## src/rtl/alu_retire_stage_pkg.sv

```systemverilog
// Shared types and constants for the ALU retire stage: branch kinds,
// write-buffer depth and the branch resolution rule.
package alu_retire_stage_pkg;

  typedef enum logic [1:0] {
    kBR_NONE,
    kBR_EQ,
    kBR_NE,
    kBR_Z
  } br_kind_e;

  localparam int WB_DEPTH = 2;

  // Decides whether a conditional branch is taken from the ALU flags.
  function automatic logic branch_taken(input br_kind_e kind,
                                        input logic     zero,
                                        input logic     equal);
    case (kind)
      kBR_EQ:  return equal;
      kBR_NE:  return ~equal;
      kBR_Z:   return zero;
      default: return 1'b0;
    endcase
  endfunction

endpackage

```

## src/rtl/alu_retire_stage_wb_fifo.sv

```systemverilog
// Circular write buffer between the retire stage and the register file.
// The head entry is always presented on dout straight from storage.
module wb_fifo #(
  parameter int DEPTH = 2,
  parameter int WIDTH = 20
) (
  input  logic                         clk,
  input  logic                         reset_n,
  input  logic                         push,
  input  logic                         pop,
  input  logic [WIDTH-1:0]             din,
  output logic [WIDTH-1:0]             dout,
  output logic [$clog2(DEPTH+1)-1:0]   count
);

  localparam int CW = $clog2(DEPTH + 1);
  localparam int PW = (DEPTH > 1) ? $clog2(DEPTH) : 1;
  localparam logic [CW-1:0] FULL = CW'(DEPTH);

  logic [WIDTH-1:0] mem [DEPTH];
  logic [PW-1:0]    rd_ptr;
  logic [PW-1:0]    wr_ptr;
  logic             do_push;
  logic             do_pop;

  function automatic logic [PW-1:0] inc_ptr(input logic [PW-1:0] p);
    return (p == PW'(DEPTH - 1)) ? '0 : p + PW'(1);
  endfunction

  // A pop frees a slot in the same cycle, so push is legal when full only
  // if a pop accompanies it.
  assign do_pop  = pop & (count != '0);
  assign do_push = push & ((count < FULL) | do_pop);
  assign dout    = mem[rd_ptr];

  // NOTE: state is updated with non-blocking assignments so every register
  // samples the pre-edge values, regardless of statement order.
  always_ff @(posedge clk or negedge reset_n) begin
    if (!reset_n) begin
      // NOTE: the storage array is reset on purpose: the head is visible on
      // dout even when empty, and it must read as zero after reset.
      for (int i = 0; i < DEPTH; i++) mem[i] <= '0;
      rd_ptr <= '0;
      wr_ptr <= '0;
      count  <= '0;
    end else begin
      if (do_push) begin
        mem[wr_ptr] <= din;
        wr_ptr      <= inc_ptr(wr_ptr);
      end
      if (do_pop) rd_ptr <= inc_ptr(rd_ptr);
      case ({do_push, do_pop})
        2'b10:   count <= count + CW'(1);
        2'b01:   count <= count - CW'(1);
        default: count <= count;
      endcase
    end
  end

endmodule

```

## src/rtl/alu_retire_stage.sv

```systemverilog
// Retire stage behind the ALU: resolves branches, keeps architectural
// flags and a retired counter, and buffers register writes in wb_fifo.
module alu_retire_stage
  import alu_retire_stage_pkg::*;
#(
  parameter int DEPTH = WB_DEPTH,
  parameter int DW    = 16,
  parameter int AW    = 4
) (
  input  logic          clk,
  input  logic          reset_n,
  input  logic          in_valid,
  output logic          in_ready,
  input  logic [DW-1:0] alu_out,
  input  logic          alu_zero,
  input  logic          alu_equal,
  input  logic [AW-1:0] dest,
  input  logic          we,
  input  logic [1:0]    br_kind,
  input  logic [DW-1:0] br_target,
  output logic          wb_valid,
  input  logic          wb_ready,
  output logic [DW-1:0] wb_data,
  output logic [AW-1:0] wb_addr,
  output logic          br_taken,
  output logic [DW-1:0] br_pc,
  output logic          flush,
  output logic          flag_z,
  output logic          flag_eq,
  output logic [15:0]   retired
);

  localparam int CW = $clog2(DEPTH + 1);
  localparam logic [CW-1:0] FULL = CW'(DEPTH);

  br_kind_e          kind;
  logic [CW-1:0]     count;
  logic [AW+DW-1:0]  head;
  logic              accept;
  logic              push;
  logic              pop;
  logic              taken;
  logic              br_taken_q;
  logic [DW-1:0]     br_pc_q;

  assign kind = br_kind_e'(br_kind);

  // Both terms are registered, so in_ready never depends on in_valid or
  // wb_ready within the same cycle.
  assign in_ready = (count < FULL) & ~br_taken_q;
  assign accept   = in_valid & in_ready;
  assign push     = accept & we;
  assign wb_valid = (count != '0);
  assign pop      = wb_valid & wb_ready;
  assign taken    = accept & branch_taken(kind, alu_zero, alu_equal);

  wb_fifo #(
    .DEPTH (DEPTH),
    .WIDTH (AW + DW)
  ) u_wb_fifo (
    .clk     (clk),
    .reset_n (reset_n),
    .push    (push),
    .pop     (pop),
    .din     ({dest, alu_out}),
    .dout    (head),
    .count   (count)
  );

  assign {wb_addr, wb_data} = head;

  always_ff @(posedge clk or negedge reset_n) begin
    if (!reset_n) begin
      br_taken_q <= 1'b0;
      br_pc_q    <= '0;
      flag_z     <= 1'b0;
      flag_eq    <= 1'b0;
      retired    <= '0;
    end else begin
      br_taken_q <= taken;
      if (taken) br_pc_q <= br_target;
      if (accept) begin
        flag_z  <= alu_zero;
        flag_eq <= alu_equal;
        retired <= retired + 16'd1;
      end
    end
  end

  // The flush pulse is the branch pulse itself; the bubble comes from
  // in_ready being held low while it is high.
  assign br_taken = br_taken_q;
  assign flush    = br_taken_q;
  assign br_pc    = br_pc_q;

endmodule

```

## config.mk

```make
export PLATFORM = sky130hd
export DESIGN_NAME = alu_retire_stage
export DESIGN_NICKNAME = d
export VERILOG_FILES = /design/src/rtl/alu_retire_stage_pkg.sv /design/src/rtl/alu_retire_stage_wb_fifo.sv /design/src/rtl/alu_retire_stage.sv
export SDC_FILE = /design/constraint.sdc
export NUM_CORES = 1
export LEC_CHECK = 0
export ABC_CLOCK_PERIOD_IN_PS = 1600
export CORE_MARGIN = 5
export CORE_UTILIZATION = 42
export CTS_CLUSTER_DIAMETER = 60
export DETAILED_ROUTE_END_ITERATION = 10
export HOLD_SLACK_MARGIN = 0.05
export PLACE_DENSITY = 0.81
export REMOVE_ABC_BUFFERS = 1
export SLEW_MARGIN = 5
export SYNTH_ARGS = -nofsm -noshare
export SYNTH_HDL_FRONTEND = slang
export SYNTH_SLANG_ARGS = --single-unit
```

## constraint.sdc

```tcl
create_clock -name clk -period 1.6 [get_ports clk]
set_clock_uncertainty 0.1 [all_clocks]
set_input_delay 0.24 -clock clk [delete_from_list [all_inputs] [get_ports clk]]
set_output_delay 0.24 -clock clk [all_outputs]
set_load 0.005 [all_outputs]
```

==> results of run 1 <==
timing repair:
item	CTS	global route
hold buffers	1	0
buffers inserted	20	7
pin swaps	11	13
hold endpoints to repair	32	0
endpoints found under the setup margin	83	106
resized for setup	133	46
gates cloned	4	1
layout by cell type (no fill, tap or decap), types with 8 or more instances in the layout:
master	n
dfrtp_1	77
buf_2	12
mux2_2	57
buf_6	18
xnor2_1	9
clkbuf_8	10
clkdlybuf4s50_1	64
mux2_4	23
dlymetal6s2s_1	9
xor2_1	8
buf_4	37
per-layer routing:
metal	global-route usage	share of wire	up-vias
met5	0	0	-
met1	0.201	0.40	1253
met4	0.0714	0.019	0
met2	0.305	0.53	63
li1	-	-	1121
met3	0.0414	0.051	10
sequential cells by signal (all words and copies together) (netlist names):
register / flops
br_pc: 16
br_taken: 1
flag_eq: 1
flag_z: 1
retired: 16
u_wb_fifo.count: 2
u_wb_fifo.mem: 40
u_wb_fifo.rd_ptr: 1
u_wb_fifo.wr_ptr: 1
layout make-up:
cell class / instances / share of cell area
Clock buffer: 11 / 0.0259
Timing Repair Buffer: 155 / 0.277
Inverter: 2 / 0.00138
Tap cell: 102 / 0.0234
Multi-Input combinational cell: 139 / 0.294
Sequential cell: 79 / 0.363
Clock inverter: 5 / 0.0149
through the flow:
step           setup TNS [ns]  power [mW]  instance area (um^2)
2_1_floorplan          -28.45        4.99                  3310
3_3_place_gp           -23.34        7.15                  4680
3_5_place_dp           -23.68        7.30                  4680
4_1_cts                -10.31        9.16                  5220
5_1_grt                -14.83        9.92                  5450
6_report                -8.72        9.39                  5450
worst paths after layout:
check / from / depth (start not counted) / endpoint
setup / recovery: u_wb_fifo.rd_ptr$_DFFE_PN0P_ / 4 / wb_data[8]
hold / removal: reset_n / 2 / u_wb_fifo.mem[0]$_DFFE_PN0P_
setup reg to reg: br_taken$_DFF_PN0_ / 6 / u_wb_fifo.mem[19]$_DFFE_PN0P_
hold reg to reg: retired[15]$_DFFE_PN0P_ / 1 / retired[15]$_DFFE_PN0P_
max in group asynchronous: reset_n / 3 / u_wb_fifo.mem[12]$_DFFE_PN0P_
min in group clk: retired[15]$_DFFE_PN0P_ / 1 / retired[15]$_DFFE_PN0P_
power breakdown:
group | internal [mW] | switching, mW
Sequential | 2.87 | 0.472
Clock | 0.922 | 0.716
Combinational | 2.93 | 1.47
Total | 6.73 | 2.66
worst reg2reg max path, cell delays in order, from the launching register on:
cell and delay (ns):
dfrtp_1 0.40, buf_6 0.13, nor3b_4 0.21, buf_4 0.16, nand3_1 0.13, buf_12 0.20, mux2_2 0.28
cell families after synthesis:
kind of cell,Yosys count
muxes,80
DFF,79
and+or+nand+nor,34
xor gates and xnor gates,20
buffers and inverters,10
adders and majority gates,2
AOI/OAI and AO/OA,1
==> impl_results.md, run 1 <==
* Port bufs at 102
* Largest net degree at the start of global routing at 35
* Grt ovf at 0
* First-pass GRT wire length at 13.5 mm
* Yosys reg bits at 79
* CTS tree: done
* Final non-filler cell total at 493
* Gpl congestion at 0.685
* Final wirelength at 8.38 mm
* Synth cell types at 23
* Critical path's slowest cell: dfrtp_2
* Seq/Total Area, Yosys at 0.589
* Min-delay worst type: input pin to async pin
* Cell Pwr Density at 1720 nW/um^2
* Most common cell in the netlist: mux2_2
* Layout cells sized above 1 at 0.506
* CP top delay family: buffers and inverters
* R2r setup slk at -0.13 ns
* Initial Utilization at 0.432
* CP cell instances: buf_6 -> clkbuf_16 -> mux2_2 -> buf_2
* Post-Synth XOR/XNOR Area at 0.0522
* Max Cap Violations at 0
* Worst slack, placed at -0.386 ns
* Worst EP arrival at 1.45 ns
* Setup WS post-layout at -0.189 ns
* Synthesized cell area at 3360 um^2
* Fmax at 0.559 GHz
* Clk slew on worst S/H paths at 0.09 ns
* RSZ-0062 raised after global routing: true
* Top FF cell, synth: dfrtp_1
* # diodes at 0
* Horiz. Die Dim at 99.4 um
* Status: complete, but fails checks
* Crit Path Category: flop to output pin
* I/O pin count at 103
* Post-synth top area share at 0.589
* Post-DR vias/cell at 4.96
* Synth area leaders: dfrtp_1, mux2_2, xnor2_1, xor2_1, buf_4
* DRT iter0 DRCs at 30
* DRC viols at 0
* Initial antenna violation count at 0
* Max-slew headroom at 0.683
* Compound-Gate Fraction of Synth Area at 0.00634
* Die H at 99.4 um
* Layout filler cell count at 542
* Final Core Density at 0.702
* Hold Slack at 0.281 ns
* Actual slew at the worst max-slew pin at 0.476 ns
* Simple-Gate Fraction of Synth Area at 0.0600
* Storage element area at 1980 um^2
* DRT Pass-1 Iters at 4
* Fin crit period at 1.79 ns
* Synth warnings at 0
* Final period util at 1.12
* Failing checks: setup timing
* WL/cell at 17.0 um
* Crit path buf inv count at 3
* Ys async rst share at 1.00
* Clock latency on the worst-skew pair at 0.34 ns
* Post-synthesis instance total at 226
* Htree depth at 3
* CTS root buffer: clkbuf_8
* CTS max path bufs at 2
* Row cnt at 32
* TritonCTS Buffers at 9
* Area of the multi-input gates at 1600 um^2
* Setup Viol. Count Final at 86
* Dpl cells at 445
* Worst IR Drop VDD at 0.769 mV
* Final Hold Viols at 0
* Adder-Cell Fraction of Synth Area at 0.00746
* Nets at 433
* Synthesis-to-finish area growth at 62.4%
* Crit path max fanout at 4
* Syn_area_per_cell at 14.8 um^2
* Number of synthesized flops with an enable pin at 0
* Commonest cells post-synth: mux2_2, dfrtp_1, xnor2_1, nand2_1, xor2_1
* Mux contribution to synthesized area at 0.268
* Post-DRT Antenna Nets at 0
* Worst endpoint required time at 1.26 ns
* Largest area contributor in the synthesized netlist: dfrtp_1
* Die area at 9880 um^2
* Core area at 7770 um^2
* CP peak stage delay at 0.39 ns
* Hpwl dp at 5.36 mm
* Leak Pwr at 2.62 nW
* Total number of vias at 2447
* Vias in the first global route at 2733
* Largest family of logic cells by synthesized area: multiplexers
* Startpoint types: flop
* Max Slew Vio Count at 0
* Endpoint type of the worst setup path: output pin
* Clk sink count at 79
* GRT Overall Usage at 0.173
(Power assumes the default switching activity.)
==> run 2, diff against run 1 <==
--- a/config.mk
+++ b/config.mk
@@ -10,9 +10,11 @@
 export CORE_UTILIZATION = 42
 export CTS_CLUSTER_DIAMETER = 60
 export DETAILED_ROUTE_END_ITERATION = 10
+export GPL_TIMING_DRIVEN = 0
 export HOLD_SLACK_MARGIN = 0.05
 export PLACE_DENSITY = 0.81
 export REMOVE_ABC_BUFFERS = 1
+export SKIP_LAST_GASP = 1
 export SLEW_MARGIN = 5
 export SYNTH_ARGS = -nofsm -noshare
 export SYNTH_HDL_FRONTEND = slang
==> run 2 against run 1 <==
Net effect: the run still ends with setup timing left; global-route usage is 0.37 points higher; clock power decreased by 14%; worst hold slack lost 0.0028 ns; final cell count shrank 0.41%.
==> impl_results.md, run 2 (synthesis gave the netlist of run 1 again) <==
* Status: complete, but fails checks
* Failing checks: setup timing
* Fin crit period at 1.88 ns
* Core area at 7770 um^2
* Horiz. Die Dim at 99.4 um
* Synthesis-to-finish area growth at 61.1%
* Initial antenna violation count at 0
* Actual slew at the worst max-slew pin at 0.533 ns
* Layout filler cell count at 552
* Min-delay worst type: input pin to async pin
* Port bufs at 102
* Row cnt at 32
* Endpoint type of the worst setup path: output pin
* Cell Pwr Density at 1730 nW/um^2
* Worst Setup EP: wb_data[9]
* Worst endpoint required time at 1.26 ns
* Max Slew Vio Count at 0
* Grt ovf at 0
* Number of flip-flops in the largest register at 40
* Max Cap Violations at 0
* Most frequent cells in the layout: dfrtp_1, clkdlybuf4s50_1, mux2_2
* Clk slew on worst S/H paths at 0.08 ns
* Final Hold Viols at 0
* Leak Pwr at 2.53 nW
* TritonCTS Buffers at 9
* DRC viols at 0
* CTS root buffer: clkbuf_8
* Crit Path Category: flop to output pin
* CTS max path bufs at 2
* Htree depth at 3
* Final wirelength at 8.46 mm
* Hold Slack at 0.278 ns
* Dpl cells at 424
* # diodes at 0
* CP Launch Point: u_wb_fifo.rd_ptr$_DFFE_PN0P_
* Worst EP arrival at 1.54 ns
* Startpoint types: flop
* Final period util at 1.17
* CP cell instances: buf_8 -> buf_4 -> mux2_4 -> buf_6
* Commonest non-fill, non-tap cell in the layout: dfrtp_1
* Largest reg by FF count: u_wb_fifo.mem
* Setup WS post-layout at -0.278 ns
* Vias in the first global route at 2676
* RR Startpoint: u_wb_fifo.count[1]$_DFFE_PN0P_
* Final non-filler cell total at 491
* Hpwl dp at 5.09 mm
* GRT Overall Usage at 0.176
* Clock latency on the worst-skew pair at 0.33 ns
* I/O pin count at 103
* Setup Viol. Count Final at 79
* Tot Pwr at 9.35 mW
* Area of the multi-input gates at 1600 um^2
* R2r setup slk at -0.18 ns
* Post-route cell area at 5410 um^2
* CP peak stage delay at 0.51 ns
* Layout cells sized above 1 at 0.488
* Post-DR vias/cell at 4.99
* Fmax at 0.533 GHz
* Die H at 99.4 um
* Critical path's slowest cell: dfrtp_4
* DRT iter0 DRCs at 41
* Post-DRT Antenna Nets at 0
* Nets at 433
* Worst IR Drop VDD at 0.968 mV
* Clk sink count at 79
* First-pass GRT wire length at 13.6 mm
* Setup_tns at -9.02 ns
* Max-slew headroom at 0.645
* Initial Utilization at 0.432
* Final Core Density at 0.696
* Post-place instance area at 4510 um^2
* R2R Path End: u_wb_fifo.mem[30]$_DFFE_PN0P_
* WL/cell at 17.2 um
* Total number of vias at 2448
* Crit path max fanout at 8
* Gpl congestion at 0.679
* Worst reg2reg path depth at 6
* CTS tree: done
* Die area at 9880 um^2
* Storage element area at 1980 um^2
* DRT Pass-1 Iters at 4
* Worst slack, placed at -1.44 ns
* RSZ-0062 raised after global routing: true
* Largest net degree at the start of global routing at 48
[run 2: cell count changes in the layout (fill, tap and decap cells not counted), moves of 3 or more]
cell,change
buf_4,-5
buf_6,+4
nand3_4,+4
nand3_2,-3
nor2_1,+3
[run 2: per-layer routing]
| layer | wire [um] | up-vias | global-route usage |
|---|---|---|---|
| met3 | 418 | 12 | 0.0484 |
| li1 | - | 1123 | - |
| met1 | 3530 | 1243 | 0.215 |
| met5 | 0 | - | 0 |
| met2 | 4350 | 70 | 0.295 |
| met4 | 154 | 0 | 0.0746 |
[run 2: final cells by class]
class,count,area share
Clock buffer,10,0.0255
Clock inverter,4,0.00880
Inverter,2,0.00139
Multi-Input combinational cell,142,0.296
Sequential cell,79,0.367
Tap cell,102,0.0236
Timing Repair Buffer,152,0.278
[run 2: worst min-delay path by stage]
stage	endpoint	slack, ns	depth (start not counted)
floorplan	br_pc[0]$_DFFE_PN0P_	-0.16	0
global placement	retired[15]$_DFFE_PN0P_	0.36	1
detailed placement	u_wb_fifo.mem[20]$_DFFE_PN0P_	0.12	1
CTS	u_wb_fifo.mem[20]$_DFFE_PN0P_	0.29	2
global route	u_wb_fifo.mem[20]$_DFFE_PN0P_	0.32	2
finish	u_wb_fifo.mem[20]$_DFFE_PN0P_	0.28	2
[run 2: timing repair]
action,4_1_cts,5_1_grt
buffers inserted,39,10
endpoints found under the hold margin,32,0
pin swaps,11,8
gates cloned,6,0
hold buffers,1,0
setup endpoints to repair,105,98
resized for setup,149,36
[run 2: power by group]
| group | switching, mW | internal [mW] |
|---|---|---|
| sequential | 0.573 | 2.88 |
| combinational | 1.46 | 3.04 |
| clock | 0.666 | 0.741 |
[run 2: worst max-delay path, delay by kind of cell (launching register included)]
family	cells	cell delay [ns]
buffers and inverters	3	0.40
flip-flops	1	0.51
multiplexers	1	0.30
==> run 3, diff against run 2 <==
--- a/config.mk
+++ b/config.mk
@@ -6,7 +6,7 @@
 export NUM_CORES = 1
 export LEC_CHECK = 0
 export ABC_CLOCK_PERIOD_IN_PS = 1600
-export CORE_MARGIN = 5
+export CORE_MARGIN = 4
 export CORE_UTILIZATION = 42
 export CTS_CLUSTER_DIAMETER = 60
 export DETAILED_ROUTE_END_ITERATION = 10
==> run 3 against run 2 <==
Net effect: the run still ends with setup timing left; global-route usage increased by 0.25 points; design area decreased by 1.4%; highest routed layer unchanged; flip-flop and latch count unchanged; count of clock-buffer cells in the layout increased by 1; largest power group unchanged; critical endpoint is now wb_data[10]; final cell count decreased by 1.8%; critical path depth decreased by 1; power decreased by 2.8%; sequential power about the same; wire length decreased by 1.3%.
==> impl_results.md, run 3 (synthesis gave the netlist of run 1 again) <==
* Clk slew on worst S/H paths at 0.08 ns
* Status: complete, but fails checks
* Layout cells sized above 1 at 0.479
* Largest net degree at the start of global routing at 44
* Row cnt at 32
* Max Slew Vio Count at 0
* I/O pin count at 103
* Post-route cell area at 5330 um^2
* Setup Viol. Count Final at 88
* Max Cap Violations at 0
* WL/cell at 17.3 um
* CTS tree: done
* First-pass GRT wire length at 13.4 mm
* # diodes at 0
* Min-delay worst type: input pin to async pin
* Crit path max fanout at 11
* Htree depth at 3
* Startpoint types: flop
* RSZ-0062 raised after global routing: true
* Final Core Density at 0.686
* Setup WS post-layout at -0.212 ns
* GRT Overall Usage at 0.179
* Core area at 7770 um^2
* Post-DRT Antenna Nets at 0
* CTS max path bufs at 2
* Fmax at 0.552 GHz
* Fin crit period at 1.81 ns
* Synthesis-to-finish area growth at 58.8%
* Clock latency on the worst-skew pair at 0.34 ns
* Initial antenna violation count at 0
* Crit Path Category: flop to output pin
* Horiz. Die Dim at 97.4 um
* Actual slew at the worst max-slew pin at 0.474 ns
* Worst EP arrival at 1.47 ns
* Largest reg by FF count: u_wb_fifo.mem
* Leak Pwr at 2.53 nW
* Commonest non-fill, non-tap cell in the layout: dfrtp_1
* Final period util at 1.13
* Grt ovf at 0
* Worst IR Drop VDD at 0.888 mV
* Hold Slack at 0.291 ns
* Failing checks: setup timing
* Total number of vias at 2440
* Dpl cells at 424
* Die area at 9480 um^2
* Post-place instance area at 4500 um^2
* Endpoint type of the worst setup path: output pin
* DRC viols at 0
* Port bufs at 102
* Cell Pwr Density at 1710 nW/um^2
* DRT Pass-1 Iters at 5
* Nets at 423
* Initial Utilization at 0.432
* Post-DR vias/cell at 5.06
* TritonCTS Buffers at 9
* Setup_tns at -10.10 ns
* Worst endpoint required time at 1.26 ns
* Number of flip-flops in the largest register at 40
* Clk sink count at 79
* Max-slew headroom at 0.684
* CTS root buffer: clkbuf_8
* DRT iter0 DRCs at 32
* Hpwl dp at 5.02 mm
* Final Hold Viols at 0
* Layout filler cell count at 566
* Final wirelength at 8.35 mm
* Die H at 97.4 um
* R2r setup slk at -0.20 ns
* Final non-filler cell total at 482
* Most frequent cells in the layout: dfrtp_1, clkdlybuf4s50_1, mux2_2
* Vias in the first global route at 2602
* Tot Pwr at 9.10 mW
* Gpl congestion at 0.706
* Worst slack, placed at -1.46 ns
## run 3: cell count changes in the layout (fill, tap and decap cells not counted), moves of 2 or more
cell / previous run / this run
buf_4: 32 / 27
mux2_2: 55 / 57
buf_6: 22 / 6
buf_2: 10 / 20
dlymetal6s2s_1: 8 / 10
mux2_4: 25 / 23
dlygate4sd2_1: 5 / 7
clkdlybuf4s50_1: 66 / 62
buf_12: 3 / 7
## run 3: area by class of cell
| type | count | area [um^2] | area share |
|---|---|---|---|
| multi-input cells | 141 | 1600 | 0.300 |
| clock inverters | 4 | 70.1 | 0.0132 |
| well taps | 102 | 128 | 0.0240 |
| inverters | 2 | 7.51 | 0.00141 |
| flip-flops and latches | 79 | 1980 | 0.372 |
| repair buffers | 143 | 1400 | 0.262 |
| clock buffers | 11 | 141 | 0.0265 |
## run 3: worst max-delay path: stages, from the launching register on
cell     delay (ns)
dfrtp_4        0.53
buf_12         0.17
mux2_4         0.30
buf_2          0.13
## run 3: path summary, 6_finish.rpt
path                                                     start                       endpoint  cells after the start
worst max-delay path              u_wb_fifo.rd_ptr$_DFFE_PN0P_                    wb_data[10]                      3
worst min-delay path                                   reset_n   u_wb_fifo.mem[9]$_DFFE_PN0P_                      2
worst max register to register  u_wb_fifo.count[1]$_DFFE_PN0P_  u_wb_fifo.mem[36]$_DFFE_PN0P_                      6
worst min register to register    u_wb_fifo.mem[3]$_DFFE_PN0P_   u_wb_fifo.mem[3]$_DFFE_PN0P_                      1
max in group asynchronous                              reset_n           br_pc[0]$_DFFE_PN0P_                      3
min in group clk                                 br_target[15]          br_pc[15]$_DFFE_PN0P_                      2
## run 3: timing repair
action | in CTS | in global routing
setup endpoints to repair | 107 | 103
hold buffers | 1 | 0
resized for setup | 137 | 39
hold endpoints to repair | 36 | 0
buffers inserted | 32 | 7
pin swaps | 11 | 13
cloned | 5 | 1
## run 3: layer usage
metal  vias up  GRT usage  wire, um
li1       1106          -         -
met1      1251      0.215      3420
met2        68      0.305      4360
met3        15     0.0416       390
met4         0     0.0809       177
met5         -          0         0
## run 3: power by group
part           switching, mW  internal (mW)
logic                   1.36           2.70
clock network          0.697          0.909
registers              0.547           2.88
total                   2.61           6.49
